===== src/rtl/bus_pkg.sv =====
// -----------------------------------------------------------------------------
// bus_pkg
// Shared definitions for the CPU memory-bus responders: decoder slot base
// addresses, timer register offsets, the responder handshake state encoding
// and a byte-strobe merge helper.
// -----------------------------------------------------------------------------
package bus_pkg;

    // Decoder slot of the machine timer.
    localparam logic [31:0] TIMER_BASE = 32'hffff_0030;
    localparam int unsigned TIMER_SLOT = 3;

    // Timer register offsets, decoded from mem_addr[3:2].
    localparam logic [1:0] REG_MTIME_LO    = 2'd0;
    localparam logic [1:0] REG_MTIME_HI    = 2'd1;
    localparam logic [1:0] REG_MTIMECMP_LO = 2'd2;
    localparam logic [1:0] REG_MTIMECMP_HI = 2'd3;

    // Responder handshake: IDLE -> RESP -> HOLD -> IDLE.
    typedef enum logic [1:0] {
        StIdle = 2'd0,
        StResp = 2'd1,
        StHold = 2'd2
    } resp_state_e;

    // Replace the bytes of old_val selected by strb with the matching bytes of new_val.
    function automatic logic [31:0] merge_bytes(input logic [31:0] old_val,
                                                 input logic [31:0] new_val,
                                                 input logic [3:0]  strb);
        logic [31:0] res;
        res = old_val;
        for (int i = 0; i < 4; i++) begin
            if (strb[i]) begin
                res[8*i +: 8] = new_val[8*i +: 8];
            end
        end
        return res;
    endfunction

endpackage


===== src/rtl/bus_responder_fsm.sv =====
// -----------------------------------------------------------------------------
// bus_responder_fsm
// Handshake sequencer shared by all memory-bus responders. Accepts one
// transaction, answers with a single-cycle ready pulse, then waits for the
// request (or the select) to drop so that the decoder's registered ready path
// can never cause the same transaction to be accepted twice.
//
// Ports:
//   clk_i        system clock
//   resetn_i     synchronous reset, active low
//   enable_i     select strobe from the address decoder
//   mem_valid_i  CPU transaction request
//   accept_o     combinational; high on the cycle the transaction is taken
//   mem_ready_o  one-cycle response pulse, decoded from the state register
// -----------------------------------------------------------------------------
module bus_responder_fsm
    import bus_pkg::*;
(
    input  logic clk_i,
    input  logic resetn_i,
    input  logic enable_i,
    input  logic mem_valid_i,
    output logic accept_o,
    output logic mem_ready_o
);

    resp_state_e state_q, state_d;

    always_ff @(posedge clk_i) begin
        if (!resetn_i) begin
            state_q <= StIdle;
        end else begin
            state_q <= state_d;
        end
    end

    always_comb begin
        state_d     = state_q;
        accept_o    = 1'b0;
        mem_ready_o = 1'b0;
        case (state_q)
            StIdle: begin
                if (mem_valid_i && enable_i) begin
                    accept_o = 1'b1;
                    state_d  = StResp;
                end
            end
            StResp: begin
                mem_ready_o = 1'b1;
                state_d     = StHold;
            end
            StHold: begin
                // The CPU still sees the request as open until it samples ready.
                if (!mem_valid_i || !enable_i) begin
                    state_d = StIdle;
                end
            end
            default: begin
                state_d = StIdle;
            end
        endcase
    end

endmodule


===== src/rtl/timer_responder.sv =====
// -----------------------------------------------------------------------------
// timer_responder
// Memory-mapped 64-bit machine timer (mtime / mtimecmp) with a coherent
// LO-then-HI read scheme and a registered level interrupt.
//
// Register map (mem_addr[3:2]):
//   0 MTIME_LO     read returns mtime[31:0] and snapshots mtime[63:32]
//   1 MTIME_HI     read returns the snapshot taken by the last MTIME_LO read
//   2 MTIMECMP_LO
//   3 MTIMECMP_HI
//
// Ports:
//   clk        system clock
//   resetn     synchronous reset, active low
//   enable     select strobe from the address decoder
//   mem_valid  CPU transaction request
//   mem_addr   byte address, only [3:2] decoded
//   mem_wdata  write data
//   mem_wstrb  byte write strobes, 0 = read
//   mem_ready  one-cycle response pulse
//   mem_rdata  read data, held until the next response
//   irq        timer interrupt, (mtime >= mtimecmp) registered
// -----------------------------------------------------------------------------
module timer_responder
    import bus_pkg::*;
#(
    parameter int unsigned PRESCALE = 1
) (
    input  logic        clk,
    input  logic        resetn,
    input  logic        enable,
    input  logic        mem_valid,
    input  logic [31:0] mem_addr,
    input  logic [31:0] mem_wdata,
    input  logic [3:0]  mem_wstrb,
    output logic        mem_ready,
    output logic [31:0] mem_rdata,
    output logic        irq
);

    localparam logic [15:0] PrescaleMax = 16'(PRESCALE - 1);

    logic        accept;
    logic        wr_en;
    logic        rd_en;
    logic [1:0]  reg_sel;
    logic        tick;
    logic [63:0] mtime_base;

    logic [63:0] mtime_q, mtime_d;
    logic [63:0] mtimecmp_q, mtimecmp_d;
    logic [31:0] shadow_hi_q, shadow_hi_d;
    logic [15:0] pcnt_q, pcnt_d;
    logic [31:0] rdata_q, rdata_d;
    logic        irq_q, irq_d;

    logic unused_addr;
    assign unused_addr = ^{mem_addr[31:4], mem_addr[1:0]};

    bus_responder_fsm u_fsm (
        .clk_i       (clk),
        .resetn_i    (resetn),
        .enable_i    (enable),
        .mem_valid_i (mem_valid),
        .accept_o    (accept),
        .mem_ready_o (mem_ready)
    );

    always_comb begin
        reg_sel = mem_addr[3:2];
        wr_en   = accept && (mem_wstrb != 4'b0000);
        rd_en   = accept && (mem_wstrb == 4'b0000);
        tick    = (pcnt_q == PrescaleMax);

        // Writes merge into the post-tick value so an increment is never lost.
        mtime_base  = tick ? (mtime_q + 64'd1) : mtime_q;
        mtime_d     = mtime_base;
        mtimecmp_d  = mtimecmp_q;
        shadow_hi_d = shadow_hi_q;
        rdata_d     = rdata_q;
        pcnt_d      = tick ? 16'd0 : (pcnt_q + 16'd1);
        irq_d       = (mtime_q >= mtimecmp_q);

        if (wr_en) begin
            unique case (reg_sel)
                REG_MTIME_LO: begin
                    mtime_d[31:0] = merge_bytes(mtime_base[31:0], mem_wdata, mem_wstrb);
                    pcnt_d        = 16'd0;
                end
                REG_MTIME_HI: begin
                    mtime_d[63:32] = merge_bytes(mtime_base[63:32], mem_wdata, mem_wstrb);
                    pcnt_d         = 16'd0;
                end
                REG_MTIMECMP_LO: begin
                    mtimecmp_d[31:0] = merge_bytes(mtimecmp_q[31:0], mem_wdata, mem_wstrb);
                end
                REG_MTIMECMP_HI: begin
                    mtimecmp_d[63:32] = merge_bytes(mtimecmp_q[63:32], mem_wdata, mem_wstrb);
                end
                default: ;
            endcase
            rdata_d = 32'h0;
        end

        if (rd_en) begin
            unique case (reg_sel)
                REG_MTIME_LO: begin
                    rdata_d     = mtime_q[31:0];
                    shadow_hi_d = mtime_q[63:32];
                end
                REG_MTIME_HI:    rdata_d = shadow_hi_q;
                REG_MTIMECMP_LO: rdata_d = mtimecmp_q[31:0];
                REG_MTIMECMP_HI: rdata_d = mtimecmp_q[63:32];
                default: ;
            endcase
        end
    end

    always_ff @(posedge clk) begin
        if (!resetn) begin
            mtime_q     <= 64'h0;
            mtimecmp_q  <= 64'hFFFF_FFFF_FFFF_FFFF;
            shadow_hi_q <= 32'h0;
            pcnt_q      <= 16'h0;
            rdata_q     <= 32'h0;
            irq_q       <= 1'b0;
        end else begin
            mtime_q     <= mtime_d;
            mtimecmp_q  <= mtimecmp_d;
            shadow_hi_q <= shadow_hi_d;
            pcnt_q      <= pcnt_d;
            rdata_q     <= rdata_d;
            irq_q       <= irq_d;
        end
    end

    assign mem_rdata = rdata_q;
    assign irq       = irq_q;

endmodule

===== config.mk =====
export PLATFORM = sky130hd
export DESIGN_NAME = timer_responder
export DESIGN_NICKNAME = d
export VERILOG_FILES = /design/src/rtl/bus_pkg.sv /design/src/rtl/bus_responder_fsm.sv /design/src/rtl/timer_responder.sv
export SDC_FILE = /design/constraint.sdc
export NUM_CORES = 1
export LEC_CHECK = 0
export CELL_PAD_IN_SITES_DETAIL_PLACEMENT = 1
export CELL_PAD_IN_SITES_GLOBAL_PLACEMENT = 1
export CORE_UTILIZATION = 44
export CTS_CLUSTER_SIZE = 30
export DETAILED_ROUTE_END_ITERATION = 8
export PLACE_DENSITY_LB_ADDON = 0.1
export SYNTH_ARGS = -nofsm -noshare
export SYNTH_HDL_FRONTEND = slang
export SYNTH_SLANG_ARGS = --single-unit

===== constraint.sdc =====
create_clock -name clk -period 3.23 [get_ports clk]
set_input_delay 0.646 -clock clk [delete_from_list [all_inputs] [get_ports clk]]
set_output_delay 0.646 -clock clk [all_outputs]
set_load 0.02 [all_outputs]

==> results of run 1 <==
==> routing by layer <==
| layer | global-route usage [%] | vias up |
|---|---|---|
| met5 | 0 | - |
| met2 | 48.7 | 219 |
| met3 | 3.58 | 58 |
| met4 | 7.79 | 0 |
| li1 | - | 4723 |
| met1 | 36.9 | 4972 |
==> metrics by stage <==
stage / power, mW / worst slack (ps) / hold WS, ps / area, sq um / utilization (%)
floorplan: 2.95 / 745 / 433 / 11000 / -
CTS: 5.86 / 340 / 449 / 13000 / 53.1
finish: 5.82 / 329 / 455 / 13000 / 53.1
detailed placement: 3.14 / 345 / 444 / 12200 / 49.9
global placement: 3.13 / 397 / 439 / 12200 / 49.9
global route: 6.00 / 226 / 471 / 13000 / 53.1
==> sequential cells by signal, summed over array words and instances, names as in the netlist <==
register	flops
mtimecmp_q	64
shadow_hi_q	32
mem_rdata	32
irq	1
pcnt_q	16
mtime_q	64
u_fsm.state_q	2
==> where the power goes <==
group | total, mW | switching (mW) | internal [mW] | leakage [nW]
logic | 0.394 | 0.225 | 0.169 | 3.06
clock network | 2.73 | 1.17 | 1.56 | 0.391
registers | 2.69 | 0.0448 | 2.64 | 1.71
total | 5.82 | 1.44 | 4.37 | 5.16
==> cell families after synthesis <==
kind of cell	synth area share (%)
AOI/OAI and AO/OA	17.3
xor gates and xnor gates	5.09
adders and majority gates	7.62
buffers and inverters	5.40
DFF	38.4
muxes	6.64
and+or+nand+nor	19.6
==> final timing paths <==
path,end,slack [ps],cells after the start
setup / recovery,mtime_q[45],330,6
hold / removal,shadow_hi_q[10],450,2
setup reg to reg,mtime_q[45],330,6
hold reg to reg,shadow_hi_q[10],450,2
==> worst min-delay path, delay by kind of cell (launching register included) <==
kind	cells	cell delay, ps
AO/OA/AOI/OAI	1	50
AND/OR/NAND/NOR	1	50
flip-flops	1	310
==> cells in the final DEF, fill, tap and decap left out, types with 25 or more instances in the layout <==
master and count:
a21oi_1 92, a22oi_1 32, buf_4 34, clkbuf_16 25, clkdlybuf4s50_1 72, dfxtp_1 211
ha_1 67, inv_1 80, mux4_2 32, nand2_1 174, nand3_1 33, nand4_1 37
nor2_1 80, o211ai_1 64, o21ai_0 61, xnor2_1 32, xor2_1 32
==> area by class of cell <==
type / instances / area (sq um) / share of cell area (%)
clock inverter: 11 / 67.6 / 0.521
timing repair buffer: 111 / 1050 / 8.07
inverter: 81 / 304 / 2.35
sequential: 211 / 4220 / 32.6
tap: 324 / 405 / 3.13
clock buffer: 34 / 719 / 5.55
multi-input combinational: 907 / 6200 / 47.8
==> metrics.sh, run 1 <==
NUMCTSBUFFERS=25
HIGHEST-SIGNAL-LAYER='met4'
DETAILEDROUTE.FIRSTITERATIONVIOLATIONS=613
CORE_SQ_UM=24400
NUM_ROWS=57
GR-USAGE-ALL-LAYERS_PCT=28.2
POSTCTSHOLDBUFS=0
ENDPOINT_KIND='flop'
HOLD_CLASS='reg -> reg'
CTS_TREE='done'
POST_ROUTE_CELLS_DRIVE_ABOVE_1_SHARE_PCT=9.52
RR_STARTPOINT='mtime_q[11]'
GLOBALROUTE.TOTALOVERFLOW=0
PLACEDCELLCOUNT=1634
FINAL_HOLD_FAILS=0
GRT_START_MAX_NET_PINS=72
CLK_TRANSITION_REPORTED_PATHS_PS=60
FINAL_TNS_SETUP_PS=0
MAPPED_CELLS=1275
SYNTH.NET_COUNT=1414
YS_WARN_COUNT=0
SYNTH_ASYNC_SR_FLOP_SHARE_PCT=0
GRT_FIRST_PASS_WIRELENGTH_MICRONS=57100
SETUP.WORST_PATH.CLASS='reg -> reg'
TIMING.CRITICAL_PATH.FANOUT_MAX=8
TOTALWIRELENGTH_MICRONS=35800
HP-START='shadow_hi_q[10]'
MAX-CLOCK-PATH-BUFFERS=3
INITIAL_CORE_UTIL_PCT=45.1
ROUTEDWLPERCELL_MICRONS=21.3
ANTENNA-DIODE-COUNT=0
LAYOUT.CELLS.NON_FILLER=1679
FIN_WORST_SKEW_PS=15.4
NETLIST_AREA_SQ_UM=11000
LAYOUT-AREA-OVERHEAD-VS-SYNTH_PCT=17.8
POST-ROUTE-MIN-PERIOD_PS=2900
NUMBER_OF_INPUT_AND_OUTPUT_PORT_BUFFERS_INSERTED=75
YOSYS.AREA.TOP_TYPE_SHARE_PCT=38.4
DP_HPWL_MICRONS=25600
FP.DIEW_MICRONS=160
PLACE.GP.CONGESTION=0.811
BIGGEST_AREA_CONTRIBUTORS_IN_THE_SYNTHESIZED_NETLIST='dfxtp_1, ha_1, mux4_2'
WORSTSETUPSTARTPOINT='mtime_q[11]'
REMAINING_DRC_ERRORS=0
TIMING.SLEW.HEADROOM_PCT=49.0
VIAS_PER_CELL=5.94
ANTENNA_VIOLATIONS_BEFORE_REPAIR=0
STARTPOINT_TYPE='flop'
ANTENNA_LEFT=0
SYNTH-SEQ-AREA-SHARE_PCT=38.4
CRIT_BUF_INV=0
NUMBER_OF_FLOPS_MAPPED_TO_ENABLE_CELLS_BY_YOSYS=0
MET3_WIRELENGTH_MICRONS=1540
IO-PIN-COUNT=106
CRIT_ARRIVAL_PS=3300
CTS-RESIZED-GATES=0
RSZ0062_AT_GRT='false'
CLOCK_SINK_COUNT=211
POSTCTSSETUPREPAIRBUFS=0
OUTCOME='completed'
SYNTH_SEQ_CELLS=211
SLOWEST_LIBRARY_CELL_ON_THE_WORST_PATH='or4_1'
TIMING.FINAL.SETUP_VIOLATIONS=0
FIN_NETS=1476
LAYOUT_WORST_PATH_CYCLE_SHARE_PCT=89.8
DESIGN.DIE.AREA_SQ_UM=25600
FIRSTDRTPASSITERS=5
SLEW_VIOL_FINAL=0
SYN_AVG_CELL_AREA_SQ_UM=8.63
SYNTH_COMMONEST_CELLS='dfxtp_1, nand2_1, a21oi_1, nor2_1, inv_1'
POWER_DENSITY_nW_PER_UM2=449
DR_WL_MET2_MICRONS=17300
PATH_COMMON_CELL='or4_4'
YOSYS.CELL_COUNT.TOP_TYPE='dfxtp_1'
YOSYSTOPAREACELL='dfxtp_1'
DIE_H_MICRONS=160
WL_MET1_MICRONS=16000
REQUIRED_PS=3630
WORST_SKEW_PAIR.LATE_LATENCY_PS=540
WORST_PATH_DOMINANT_CELL_FAMILY='simple AND/OR/NAND/NOR gates'
VIAS=9972
CLOCK_TREE.HTREE_LEVEL_COUNT=1
MAX_SLEW.WORST_PIN.SLEW_PS=755
FILLCELLCOUNT=2892
VDD_IR_DROP_MAX_mV=0.388
FIRST_GLOBAL_VIAS=10200
YS.FLOP_TYPE='dfxtp_1'
SLOWEST_DELAY_PS=760
MAX_CAP_VIOLATIONS=0
POWER.LEAKAGE_nW=5.16
CRIT_CHAIN='nand3_2, or4_4, or4_1, or4_4, xor2_1, a21oi_1'
NUMBER_OF_DISTINCT_LIBRARY_CELLS_AFTER_SYNTHESIS=47
CLOCK.FMAX_MHz=345
CLOCKROOTBUFFER='clkbuf_16'
Note: power is estimated with default switching activity, not from simulation.
==> run 2: changes to the inputs <==
- CTS_CLUSTER_SIZE: 30 -> 40
==> metrics.sh, run 2 (synthesis results as in run 1) <==
OUTCOME='completed'
GRT_START_MAX_NET_PINS=72
CLOCKPOWERSHARE_PCT=50.3
FINAL_HOLD_FAILS=0
FILLCELLCOUNT=2863
CLK_TRANSITION_REPORTED_PATHS_PS=70
FIN_WORST_SKEW_PS=19.1
DP_HPWL_MICRONS=25600
POST_ROUTE_CELLS_DRIVE_ABOVE_1_SHARE_PCT=9.38
CLOCKROOTBUFFER='clkbuf_16'
HP-START='shadow_hi_q[10]'
ROUTEDWLPERCELL_MICRONS=21.5
GR-USAGE-ALL-LAYERS_PCT=28.3
CRIT_ARRIVAL_PS=3310
POST-ROUTE-MIN-PERIOD_PS=2910
PLACEDCELLCOUNT=1634
HOLD_CLASS='reg -> reg'
POWER.LEAKAGE_nW=5.20
CORE_SQ_UM=24400
ANTENNA_LEFT=0
CTS_TREE='done'
STARTPOINT_TYPE='flop'
REG.LARGEST.LIST='mtime_q (64), mtimecmp_q (64)'
INITIAL_CORE_UTIL_PCT=45.1
MAX_CAP_VIOLATIONS=0
RRSETUPSLACK_PS=320
FIN_NETS=1476
SWITCHING_SHARE_PCT=23.2
FIRSTDRTPASSITERS=5
POWER_DENSITY_nW_PER_UM2=474
R2R.WORST_PATH.CELLS=6
WORST_HOLD_ENDPOINT='shadow_hi_q[10]'
MIN_PATH_CELLS=2
COMBINATIONAL_GROUP_SHARE_OF_TOTAL_POWER_PCT=6.4
ANTENNA-DIODE-COUNT=0
FINAL_TNS_SETUP_PS=0
VIAS_PER_CELL=5.93
LAYOUT.CELLS.NON_FILLER=1678
VDD_IR_DROP_MAX_mV=0.339
RSZ0062_AT_GRT='false'
DIE_H_MICRONS=160
NUMCTSBUFFERS=25
DETAILEDROUTE.FIRSTITERATIONVIOLATIONS=615
GRT_FIRST_PASS_WIRELENGTH_MICRONS=57300
TOP_LIBRARY_CELLS_BY_USAGE_IN_THE_LAYOUT_FILL_AND_TAPS_ASIDE='dfxtp_1, nand2_1, a21oi_1'
FP.DIEW_MICRONS=160
LAYOUT-AREA-OVERHEAD-VS-SYNTH_PCT=18.9
CELL_INTERNAL_PWR_mW=4.76
TIMING.SLEW.HEADROOM_PCT=48.3
SETUP.WORST_PATH.CLASS='reg -> reg'
TIMING.RR.END='mtime_q[45]'
TOTALWIRELENGTH_MICRONS=36100
POSTCTSSETUPREPAIRBUFS=0
PLACE.GP.CONGESTION=0.811
POSTCTSHOLDBUFS=0
VIAS=9947
FIRST_GLOBAL_VIAS=10300
CLOCK.FMAX_MHz=343
CLOCK_TREE.HTREE_LEVEL_COUNT=1
DESIGN.DIE.AREA_SQ_UM=25600
ENDPOINT_KIND='flop'
LAYOUT_WORST_PATH_CYCLE_SHARE_PCT=90.2
CLOCK_SINK_COUNT=211
MAX-CLOCK-PATH-BUFFERS=3
TIMING.FINAL.SETUP_VIOLATIONS=0
REQUIRED_PS=3630
MAX_SLEW.WORST_PIN.SLEW_PS=770
TIMING.CRITICAL_PATH.FANOUT_MAX=8
MOSTFREQUENTLAYOUTCELL='dfxtp_1'
FINALHOLDWORSTSLACK_PS=456
RR_STARTPOINT='mtime_q[11]'
REMAINING_DRC_ERRORS=0
SEQUENTIALPOWERSHARE_PCT=43.3
IO-PIN-COUNT=106
GLOBALROUTE.TOTALOVERFLOW=0
SLEW_VIOL_FINAL=0
ANTENNA_VIOLATIONS_BEFORE_REPAIR=0
CTS-RESIZED-GATES=0
NUMBER_OF_INPUT_AND_OUTPUT_PORT_BUFFERS_INSERTED=75
REPORTED_NET_SWITCHING_POWER_mW=1.44
WORST_SKEW_PAIR.LATE_LATENCY_PS=530
NUM_ROWS=57
==> run 2: cell types whose count changed in the layout (fill, tap and decap cells not counted), sizes merged <==
cell / change
clkbuf: +1
inv: -2
bufinv: +5
clkinvlp: -1
clkinv: -4
==> run 2: how the worst max path moves through the flow <==
stage / startpoint / to / slack (ps) / cells past startpoint
after floorplan: mem_addr[2] / mem_rdata[21] / 750 / 6
after global placement: mem_valid / mtime_q[10] / 400 / 7
after detailed placement: mtime_q[11] / mtime_q[45] / 350 / 6
after CTS: mtime_q[11] / mtime_q[45] / 340 / 6
after global routing: mtime_q[42] / mtime_q[63] / 210 / 6
final: mtime_q[11] / mtime_q[45] / 320 / 6
==> run 2: critical path: stages, from the launching register on <==
cell     delay [ps]
dfxtp_1         460
nand3_2         240
or4_4           580
or4_1           760
or4_4           510
xor2_1          150
a21oi_1          80
==> run 2: per-stage QoR <==
stage / setup WS (ps) / power (mW) / instance area [sq um] / util [%]
after floorplan: 745 / 2.95 / 11000 / -
after global placement: 397 / 3.13 / 12200 / 49.9
after detailed placement: 345 / 3.14 / 12200 / 49.9
after CTS: 339 / 6.23 / 13100 / 53.6
after global routing: 209 / 6.37 / 13100 / 53.6
final: 316 / 6.20 / 13100 / 53.6
==> run 2: power by group through the flow <==
stage	combinational [mW]	sequential [mW]	clock, mW
2_1_floorplan	0.217	2.73	0
3_3_place_gp	0.386	2.74	0
3_5_place_dp	0.393	2.74	0
4_1_cts	0.397	2.69	3.15
5_1_grt	0.425	2.69	3.25
6_report	0.395	2.69	3.12
==> run 2: layout make-up <==
| class | instances | area (sq um) | area share, % |
|---|---|---|---|
| Multi-Input combinational cell | 907 | 6200 | 47.4 |
| Clock buffer | 35 | 723 | 5.53 |
| Clock inverter | 9 | 176 | 1.35 |
| Sequential cell | 211 | 4220 | 32.3 |
| Timing Repair Buffer | 111 | 1050 | 8.00 |
| Inverter | 81 | 304 | 2.33 |
| Tap cell | 324 | 405 | 3.10 |
==> run 2: metal layers <==
metal | global-route usage [%] | vias to the layer above | wire (microns)
met5 | 0 | - | 0
met1 | 36.8 | 4987 | 16300
met4 | 7.84 | 0 | 924
met2 | 49.3 | 180 | 17600
met3 | 3.51 | 56 | 1270
li1 | - | 4724 | -
